$ cat src/rtl/mips_ctrl_if.sv
// Control/datapath bundle between the multi-cycle sequencer and the yIF/yPC/yID/yEX/yDM/yWB datapath.
interface mips_ctrl_if;
  logic [31:0] ins;
  logic        zero;
  logic        RegDst;
  logic        RegWrite;
  logic        ALUSrc;
  logic        Mem2Reg;
  logic        MemRead;
  logic        MemWrite;
  logic [2:0]  op;
  logic        branch;
  logic        jump;
  logic        INT;
  logic [31:0] entryPoint;
  logic        pc_en;

  modport master (
    input  ins, zero,
    output RegDst, RegWrite, ALUSrc, Mem2Reg, MemRead, MemWrite, op,
    output branch, jump, INT, entryPoint, pc_en
  );

  modport slave (
    output ins, zero,
    input  RegDst, RegWrite, ALUSrc, Mem2Reg, MemRead, MemWrite, op,
    input  branch, jump, INT, entryPoint, pc_en
  );
endinterface

$ cat src/rtl/mips_multicycle_ctrl.sv
// Multi-cycle sequencer: one state per datapath phase, runs MAX_INS instructions from ENTRY_POINT.
// Controls are registered; each cycle's values are computed from the state being entered.
module mips_multicycle_ctrl #(
  parameter int unsigned MAX_INS     = 43,
  parameter int unsigned CNT_W       = 16,
  parameter int unsigned ENTRY_POINT = 128
) (
  input  logic             clk,
  input  logic             rst_n,
  input  logic             start,
  mips_ctrl_if.master      bus,
  output logic             busy,
  output logic             done,
  output logic             illegal,
  output logic [CNT_W-1:0] ins_count
);

  localparam int unsigned CW1 = CNT_W + 1;

  typedef enum logic [2:0] {
    S_IDLE, S_BOOT, S_FETCH, S_DECODE, S_EXEC, S_MEM, S_WB, S_DONE
  } state_e;

  typedef enum logic [2:0] {K_NOP, K_JUMP, K_BEQ, K_ALU, K_SW, K_LW} kind_e;

  typedef struct packed {
    kind_e      kind;
    logic       reg_dst;
    logic       alu_src;
    logic       mem2reg;
    logic [2:0] op;
    logic       branch;
    logic       jump;
    logic       bad;
  } dec_t;

  typedef struct packed {
    logic       reg_dst;
    logic       reg_write;
    logic       alu_src;
    logic       mem2reg;
    logic       mem_read;
    logic       mem_write;
    logic [2:0] op;
    logic       branch;
    logic       jump;
    logic       intr;
    logic       pc_en;
  } ctl_t;

  localparam dec_t DEC_NOP = '{kind: K_NOP, reg_dst: 1'b0, alu_src: 1'b1, mem2reg: 1'b0,
                               op: 3'b010, branch: 1'b0, jump: 1'b0, bad: 1'b0};
  localparam ctl_t CTL_RST = '{op: 3'b010, default: 1'b0};

  // Unsupported opcode/funct decodes to a flagged NOP that retires in DECODE.
  function automatic dec_t decode(input logic [5:0] opc, input logic [5:0] fn);
    dec_t d;
    d = DEC_NOP;
    case (opc)
      6'h00: begin
        d.kind    = K_ALU;
        d.reg_dst = 1'b1;
        d.alu_src = 1'b0;
        case (fn)
          6'h20:   d.op = 3'b010;
          6'h22:   d.op = 3'b110;
          6'h24:   d.op = 3'b000;
          6'h25:   d.op = 3'b001;
          6'h2a:   d.op = 3'b111;
          default: begin
            d     = DEC_NOP;
            d.bad = 1'b1;
          end
        endcase
      end
      6'h23: begin
        d.kind    = K_LW;
        d.mem2reg = 1'b1;
      end
      6'h2b:   d.kind = K_SW;
      6'h04: begin
        d.kind    = K_BEQ;
        d.alu_src = 1'b0;
        d.op      = 3'b110;
        d.branch  = 1'b1;
      end
      6'h08:   d.kind = K_ALU;
      6'h02: begin
        d.kind = K_JUMP;
        d.jump = 1'b1;
      end
      default: d.bad = 1'b1;
    endcase
    return d;
  endfunction

  function automatic state_e last_state(input kind_e k);
    case (k)
      K_NOP, K_JUMP: return S_DECODE;
      K_BEQ:         return S_EXEC;
      K_SW:          return S_MEM;
      default:       return S_WB;
    endcase
  endfunction

  state_e         state_q, state_d, after_retire;
  dec_t           dec_q, dec_d;
  ctl_t           ctl_q, ctl_d;
  logic           retire;
  logic [CNT_W:0] cnt_inc;

  always_ff @(posedge clk or negedge rst_n) begin
    if (!rst_n) state_q <= S_IDLE;
    else        state_q <= state_d;
  end

  // Next state, next decoded controls, and the outputs for the state being entered.
  always_comb begin
    retire       = 1'b0;
    state_d      = state_q;
    dec_d        = dec_q;
    ctl_d        = CTL_RST;
    cnt_inc      = {1'b0, ins_count} + CW1'(1);
    after_retire = (cnt_inc >= CW1'(MAX_INS)) ? S_DONE : S_FETCH;
    if (state_q inside {S_DECODE, S_EXEC, S_MEM, S_WB})
      retire = (state_q == last_state(dec_q.kind));

    case (state_q)
      S_IDLE, S_DONE: if (start) state_d = S_BOOT;
      S_BOOT:         state_d = S_FETCH;
      S_FETCH:        state_d = S_DECODE;
      S_DECODE:       state_d = retire ? after_retire : S_EXEC;
      S_EXEC: begin
        if (retire)                                 state_d = after_retire;
        else if (dec_q.kind inside {K_SW, K_LW})    state_d = S_MEM;
        else                                        state_d = S_WB;
      end
      S_MEM:          state_d = retire ? after_retire : S_WB;
      S_WB:           state_d = after_retire;
      default:        state_d = S_IDLE;
    endcase

    if (state_d == S_DECODE) dec_d = decode(bus.ins[31:26], bus.ins[5:0]);

    case (state_d)
      S_BOOT: begin
        ctl_d.intr  = 1'b1;
        ctl_d.pc_en = 1'b1;
      end
      S_FETCH: ctl_d.alu_src = 1'b1;
      S_DECODE, S_EXEC, S_MEM, S_WB: begin
        ctl_d.reg_dst   = dec_d.reg_dst;
        ctl_d.alu_src   = dec_d.alu_src;
        ctl_d.mem2reg   = dec_d.mem2reg;
        ctl_d.op        = dec_d.op;
        ctl_d.branch    = dec_d.branch;
        ctl_d.jump      = dec_d.jump;
        ctl_d.mem_read  = (state_d == S_MEM) && (dec_d.kind == K_LW);
        ctl_d.mem_write = (state_d == S_MEM) && (dec_d.kind == K_SW);
        ctl_d.reg_write = (state_d == S_WB);
        ctl_d.pc_en     = (state_d == last_state(dec_d.kind));
      end
      default: ;
    endcase
  end

  always_ff @(posedge clk or negedge rst_n) begin
    if (!rst_n) begin
      ctl_q     <= CTL_RST;
      dec_q     <= DEC_NOP;
      busy      <= 1'b0;
      done      <= 1'b0;
      illegal   <= 1'b0;
      ins_count <= '0;
    end else begin
      ctl_q <= ctl_d;
      dec_q <= dec_d;
      busy  <= !(state_d inside {S_IDLE, S_DONE});
      done  <= (state_d == S_DONE);
      if (state_d == S_BOOT)                          illegal <= 1'b0;
      else if (state_d == S_DECODE && dec_d.bad)      illegal <= 1'b1;
      if (state_d == S_BOOT)                          ins_count <= '0;
      else if (retire && cnt_inc <= CW1'(MAX_INS))    ins_count <= cnt_inc[CNT_W-1:0];
    end
  end

  assign bus.RegDst     = ctl_q.reg_dst;
  assign bus.RegWrite   = ctl_q.reg_write;
  assign bus.ALUSrc     = ctl_q.alu_src;
  assign bus.Mem2Reg    = ctl_q.mem2reg;
  assign bus.MemRead    = ctl_q.mem_read;
  assign bus.MemWrite   = ctl_q.mem_write;
  assign bus.op         = ctl_q.op;
  assign bus.branch     = ctl_q.branch;
  assign bus.jump       = ctl_q.jump;
  assign bus.INT        = ctl_q.intr;
  assign bus.pc_en      = ctl_q.pc_en;
  assign bus.entryPoint = 32'(ENTRY_POINT);

endmodule
$ cat src/flat_wrapper.sv
// flat-port wrapper written by rule: the top's interface ports become plain ports
module mips_multicycle_ctrl_flat 
#(
  parameter int unsigned MAX_INS     = 43,
  parameter int unsigned CNT_W       = 16,
  parameter int unsigned ENTRY_POINT = 128
)
  (clk, rst_n, start, busy, done, illegal, ins_count, bus_ins, bus_zero, bus_RegDst, bus_RegWrite, bus_ALUSrc, bus_Mem2Reg, bus_MemRead, bus_MemWrite, bus_op, bus_branch, bus_jump, bus_INT, bus_entryPoint, bus_pc_en);
  mips_ctrl_if bus_i ();
  input  logic clk;
  input  logic rst_n;
  input  logic start;
  output logic busy;
  output logic done;
  output logic illegal;
  output logic [CNT_W-1:0] ins_count;
  input wire logic [$bits(bus_i.ins)-1:0] bus_ins;
  input wire logic [$bits(bus_i.zero)-1:0] bus_zero;
  output wire logic [$bits(bus_i.RegDst)-1:0] bus_RegDst;
  output wire logic [$bits(bus_i.RegWrite)-1:0] bus_RegWrite;
  output wire logic [$bits(bus_i.ALUSrc)-1:0] bus_ALUSrc;
  output wire logic [$bits(bus_i.Mem2Reg)-1:0] bus_Mem2Reg;
  output wire logic [$bits(bus_i.MemRead)-1:0] bus_MemRead;
  output wire logic [$bits(bus_i.MemWrite)-1:0] bus_MemWrite;
  output wire logic [$bits(bus_i.op)-1:0] bus_op;
  output wire logic [$bits(bus_i.branch)-1:0] bus_branch;
  output wire logic [$bits(bus_i.jump)-1:0] bus_jump;
  output wire logic [$bits(bus_i.INT)-1:0] bus_INT;
  output wire logic [$bits(bus_i.entryPoint)-1:0] bus_entryPoint;
  output wire logic [$bits(bus_i.pc_en)-1:0] bus_pc_en;
  assign bus_i.ins = bus_ins;
  assign bus_i.zero = bus_zero;
  assign bus_RegDst = bus_i.RegDst;
  assign bus_RegWrite = bus_i.RegWrite;
  assign bus_ALUSrc = bus_i.ALUSrc;
  assign bus_Mem2Reg = bus_i.Mem2Reg;
  assign bus_MemRead = bus_i.MemRead;
  assign bus_MemWrite = bus_i.MemWrite;
  assign bus_op = bus_i.op;
  assign bus_branch = bus_i.branch;
  assign bus_jump = bus_i.jump;
  assign bus_INT = bus_i.INT;
  assign bus_entryPoint = bus_i.entryPoint;
  assign bus_pc_en = bus_i.pc_en;
  mips_multicycle_ctrl #(.MAX_INS(MAX_INS), .CNT_W(CNT_W), .ENTRY_POINT(ENTRY_POINT)) u_core (.clk(clk), .rst_n(rst_n), .start(start), .bus(bus_i), .busy(busy), .done(done), .illegal(illegal), .ins_count(ins_count));
endmodule
$ cat config.mk
export PLATFORM = sky130hd
export DESIGN_NAME = mips_multicycle_ctrl_flat
export DESIGN_NICKNAME = d
export VERILOG_FILES = /design/src/rtl/mips_ctrl_if.sv /design/src/rtl/mips_multicycle_ctrl.sv /design/src/flat_wrapper.sv
export SDC_FILE = /design/constraint.sdc
export NUM_CORES = 1
export LEC_CHECK = 0
export ABC_AREA = 1
export CELL_PAD_IN_SITES_DETAIL_PLACEMENT = 0
export CELL_PAD_IN_SITES_GLOBAL_PLACEMENT = 1
export CORE_UTILIZATION = 34
export DETAILED_ROUTE_END_ITERATION = 12
export PLACE_DENSITY = 0.89
export SLEW_MARGIN = 15
export SYNTH_ARGS = -nofsm -noshare
export SYNTH_HDL_FRONTEND = slang
export SYNTH_SLANG_ARGS = --single-unit
$ cat constraint.sdc
create_clock -name clk -period 3.8 [get_ports clk]
set_input_delay 0.76 -clock clk [delete_from_list [all_inputs] [get_ports clk]]
set_output_delay 0.76 -clock clk [all_outputs]
set_load 0.05 [all_outputs]
### Word level (Yosys, flattened, before mapping)

Index checks and enable logic that the tools add are counted.

* register bits: 47
* bits of input ports: 36
* output and inout bits: 64
* logic and storage cells: 114

* $add $sub $neg: 1
* magnitude comparators: 2
* eq/ne operators: 34
* muxes and demuxes: 32
* reductions and logical operators: 21

Operators by type and width (number)
* $eq A6 B6 Y1 const B: 7
* $eq A3 B3 Y1 const B: 12
* $mux W16: 2
* $mux W3: 7
* $pmux W3 S7: 1
* $eq A3 B2 Y1 const B: 6
* $pmux W3 S3: 2
* $pmux W3 S6: 1
* $add A16 B1 Y17 const B: 1
* $ge A17 B6 Y1 const B: 1
* $le A17 B6 Y1 const B: 1
* $eq A3 B1 Y1 const B: 4
* $logic_not A3 Y1: 4
* $mux W12: 1
* $pmux W1 S2: 6
* $pmux W3 S4: 1
* $reduce_or A5 Y1: 2
* $mux W8: 1
* $pmux W4 S2: 1
* $reduce_bool A2 Y1: 4
* $eq A3 B3 Y1: 2
* $eq A6 B2 Y1 const B: 1
* $eq A6 B3 Y1 const B: 1
* $eq A6 B4 Y1 const B: 1
* 9 further kinds: 20

### Depth between registers and ports, before layout

* word-level depth: 16
* depth in mapped cells: 19
* depth with buffers taken out: 19

### Least setup slack after synthesis

Ideal clock, no wire load.

* kind: register to register
* from: reg u_core.ins_count[1]
* to: reg u_core.ctl_q, in the netlist u_core.bus.pc_en
* library setup time: 121 ps
* arrival time: 2431 ps
* slack: 1248 ps
* cell stages (with the launch flop): 16
* buffers on the path: 1
* period minus slack after synthesis: 2552 ps
* cells stage by stage: dfrtp_1 -> ha_1 -> nand2_1 -> nor2_4 -> nand3_1 -> nand2_1 -> nand2_1 -> nor2_2 -> inv_1 -> nor2_4 -> nand3_2 -> a21oi_4 -> nand3_4 -> nand2_2 -> buf_6 -> o21ai_1

RTL lines
* start: declaration: RTL line mips_multicycle_ctrl.sv:15 `output logic [CNT_W-1:0] ins_count`
* start signal: assignment: RTL line mips_multicycle_ctrl.sv:183 `else if (retire && cnt_inc <= CW1'(MAX_INS)) ins_count <= cnt_inc[CNT_W-1:0];`
* end signal: assignment: RTL line mips_multicycle_ctrl.sv:176 `ctl_q <= ctl_d;`
* end: declaration: RTL line mips_multicycle_ctrl.sv:108 `ctl_t ctl_q, ctl_d;`

### Worst setup path after layout

* from: reg u_core.ins_count[1]
* to: reg u_core.ins_count[1]

* word-level cells in the longest chain between the ends: 7
* elaborated cells on any way between the ends: 13
* those cells by class: add/sub (1); order compare (2); eq/ne (1); mux (7); reduce/logical (2)

Ends and longest elaborated chain
* $add A16 B1 Y17 (*): RTL line mips_multicycle_ctrl.sv:123 `cnt_inc = {1'b0, ins_count} + CW1'(1);`
* $ge A17 B6 Y1 (*): RTL line mips_multicycle_ctrl.sv:124 `after_retire = (cnt_inc >= CW1'(MAX_INS)) ? S_DONE : S_FETCH;`
* $mux W3 (*): RTL line mips_multicycle_ctrl.sv:124
* $mux W3, on equally long branches: RTL line mips_multicycle_ctrl.sv:138, mips_multicycle_ctrl.sv:132, mips_multicycle_ctrl.sv:134
* $pmux W3 S7 (*): RTL line mips_multicycle_ctrl.sv:128 `case (state_q)`
* named net u_core.state_d[0]: RTL line mips_multicycle_ctrl.sv:106 `state_e state_q, state_d, after_retire;`
* $eq A3 B1 Y1 (*): RTL line mips_multicycle_ctrl.sv:182 `if (state_d == S_BOOT) ins_count <= '0;`
* $mux W16 / $reduce_bool A2 Y1 (equally long branches)

The timed path passes the listed nets; every way through them passes the cells marked *. The select of a mux whose other input is x is not followed.
A chain may end at the register's enable or synchronous reset.

==> summary.txt <==
CTS
  • CTS Buf Count: 5
  • Clk Latency, worst-skew pair: 310 ps
  • Max clock buf depth: 2
  • Post-CTS setup buffer count: 0
  • CTS H-tree depth: 2
  • Clk root buf: clkbuf_8
  • CTS tree: built
  • Hold-fix buffers, CTS: 0
  • Sink Count: 46
  • Clock-pin slew on the worst setup and hold paths: 110 ps
  • PostCTS Resize Cnt: 0

STA
  • Period minus WS final: 2640 ps
  • Final Skew: 13.8 ps
  • Fin Setup TNS: 0 ps
  • Setup violators final: 0
  • Period utilization: 69.6%
  • Unrepaired setup endpoints after global routing: false
  • Slew headroom: 32.0%
  • Max Freq: 378 MHz
  • Slew Viols, Final: 0
  • Worst hold slack: 489 ps
  • Final Hold Fails: 0
  • Worst slew pin tran: 1020 ps

Final layout
  • Area growth syn-to-layout: 18.4%
  • Layout cells sized above 1: 7.22%
  • Antenna Cells: 0
  • Commonest non-fill, non-tap cell in the layout: nand2_1
  • Nets: 508
  • Most frequent cells in the layout: nand2_1, inv_1, clkdlybuf4s50_1
  • Filler instances: 865
  • Post-layout util: 42.2%

Die
  • Core footprint: 0.00834 mm2
  • Die area: 0.00912 mm2
  • Ports: 100
  • DIE WIDTH: 95.5 um
  • Die Ht: 95.5 um
  • Initial core utilization: 35.6%
  • Cell Rows: 33

Pwr
  • Pleak: 1.82 nW
  • Pwr/cell area: 710 mW/mm2
  • Peak VDD IR: 0.000279 V

Yosys
  • Post-synth cell types: 35
  • Area fraction of the dominant cell type after synthesis: 36.2%
  • Register area share after synthesis: 38.9%
  • Top cells by area, synth: dfrtp_1, nand2_1, inv_1
  • Cell Area, Synth: 0.00297 mm2
  • Synth warn: 0
  • Post-synthesis register bit count: 46
  • Synth Area per Inst: 7.06 um2
  • Syn Inst Count: 421
  • Area leader, netlist: dfrtp_1

Worst setup path
  • Arrival time at the worst endpoint: 2890 ps
  • Setup crit end kind: register
  • Worst Path Max Fanout: 12
  • Worst EP required: 4050 ps
  • Critical path class: register to register
  • Startpoint types: register
  • Reg-to-reg setup timing slack: 1160 ps

Flow run
  • Max_cap viols: 0

Run status
  • Status: finished clean

Placement
  • Final weighted congestion in routability-driven placement: 0.830
  • Post-DP HPWL: 4.84 mm
  • Port bufs: 46

Global route
  • First-pass GRT wire length: 10.5 mm
  • Tot GR Track Use: 14.7%
  • Initial antenna violation count: 0
  • Largest net degree at the start of global routing: 47
  • Gr ovfl total: 0
  • Vias in the first global route: 2363

Routing
  • Antenna-violating nets left: 0
  • Via Count: 2618
  • WL final: 6.28 mm
  • DR iter-0 viols: 75
  • Drt drc: 0
  • Via/cell ratio: 4.55
  • Pre-antenna DRT Iters: 4
  • Wire per inst: 10.9 um

Hold path
  • Worst Hold Class: register to register
-- through the flow --
step | cell area (um2) | power, mW | worst slack, ps | cells
floorplan | 3080 | 1.84 | 1250 | 451
global placement | 3420 | 2.14 | 969 | 568
detailed placement | 3420 | 2.17 | 927 | 568
CTS | 3520 | 2.51 | 1130 | 576
global route | 3520 | 2.70 | 806 | 576
finish | 3520 | 2.50 | 1160 | 576
-- final cells by class --
class                           count  area [um2]  share of cell area, %
Multi-Input combinational cell    304        1420                   40.4
Sequential cell                    46        1150                   32.8
Timing Repair Buffer               47         463                   13.2
Inverter                           66         248                   7.04
Tap cell                          105         131                   3.74
Clock buffer                        5        68.8                   1.96
Clock inverter                      3        28.8                  0.818
-- report_power, final --
part	switching (mW)	total, mW	internal (mW)
Sequential	0.102	0.741	0.639
Combinational	0.987	1.42	0.437
Clock	0.195	0.333	0.138
-- layer usage --
layer	share of wire [%]	GRT usage (%)	vias up	routed length, um
met5	0	0	-	0
met4	0.88	3.48	0	55
met3	3.9	2.55	7	243
met2	48	25.1	61	3000
met1	47	19.2	1209	2980
li1	-	-	1341	-
-- flip-flops by register name, indices dropped and copies added (netlist names), 3 cells and up --
| signal | cells |
|---|---|
| u_core.bus.op | 3 |
| u_core.dec_q | 11 |
| u_core.ins_count | 16 |
| u_core.state_q | 3 |
-- cell families (layout without fill, tap and decap cells) --
family / count (synthesis) / after routing / share of synthesized area (%)
fa+ha+maj: 2 / 2 / 0.842
other cells: 2 / 32 / 0.253
mux: 1 / 1 / 0.379
compound gates: 35 / 35 / 6.78
xor+xnor: 3 / 3 / 0.884
simple gates: 231 / 231 / 34.9
buf+inv: 101 / 121 / 17.1
flops: 46 / 46 / 38.9
-- final timing paths --
| kind | cells after the start | from | end |
|---|---|---|---|
| worst max-delay path | 15 | u_core.ins_count[1] | u_core.ins_count[1] |
| worst min-delay path | 2 | u_core.dec_q[4] | u_core.dec_q[4] |
| worst max register to register | 15 | u_core.ins_count[1] | u_core.ins_count[1] |
| worst min register to register | 2 | u_core.dec_q[4] | u_core.dec_q[4] |
| max in group asynchronous | 1 | rst_n | u_core.bus.MemRead |
| min in group asynchronous | 1 | rst_n | u_core.ins_count[6] |
-- cells in the mapped netlist, drive strengths merged --
master,n
inv,66
nand3,28
o31ai,2
ha,2
nor4,1
nand3b,2
or2,1
conb,2
nor2,47
nor3,7
o21ai,15
o22ai,1
xor2,3
clkbuf,2
dfstp,3
mux2,1
o21a,1
nand4,14
a21oi,13
nand2,131
buf,33
a31oi,1
dfrtp,43
a21boi,2
-- critical path, cell delays in order, from the launching register on --
cell,delay [ps]
dfrtp_1,470
ha_1,230
nand2_1,110
nor2_4,200
nand3_1,110
nand2_1,70
nand2_1,50
nor2_1,80
nand2_1,110
nor2_2,160
nand3_2,150
a21oi_4,180
nand3_4,120
nand2_2,230
inv_2,150
a21oi_1,140
Note: power is estimated with default switching activity, not from simulation.
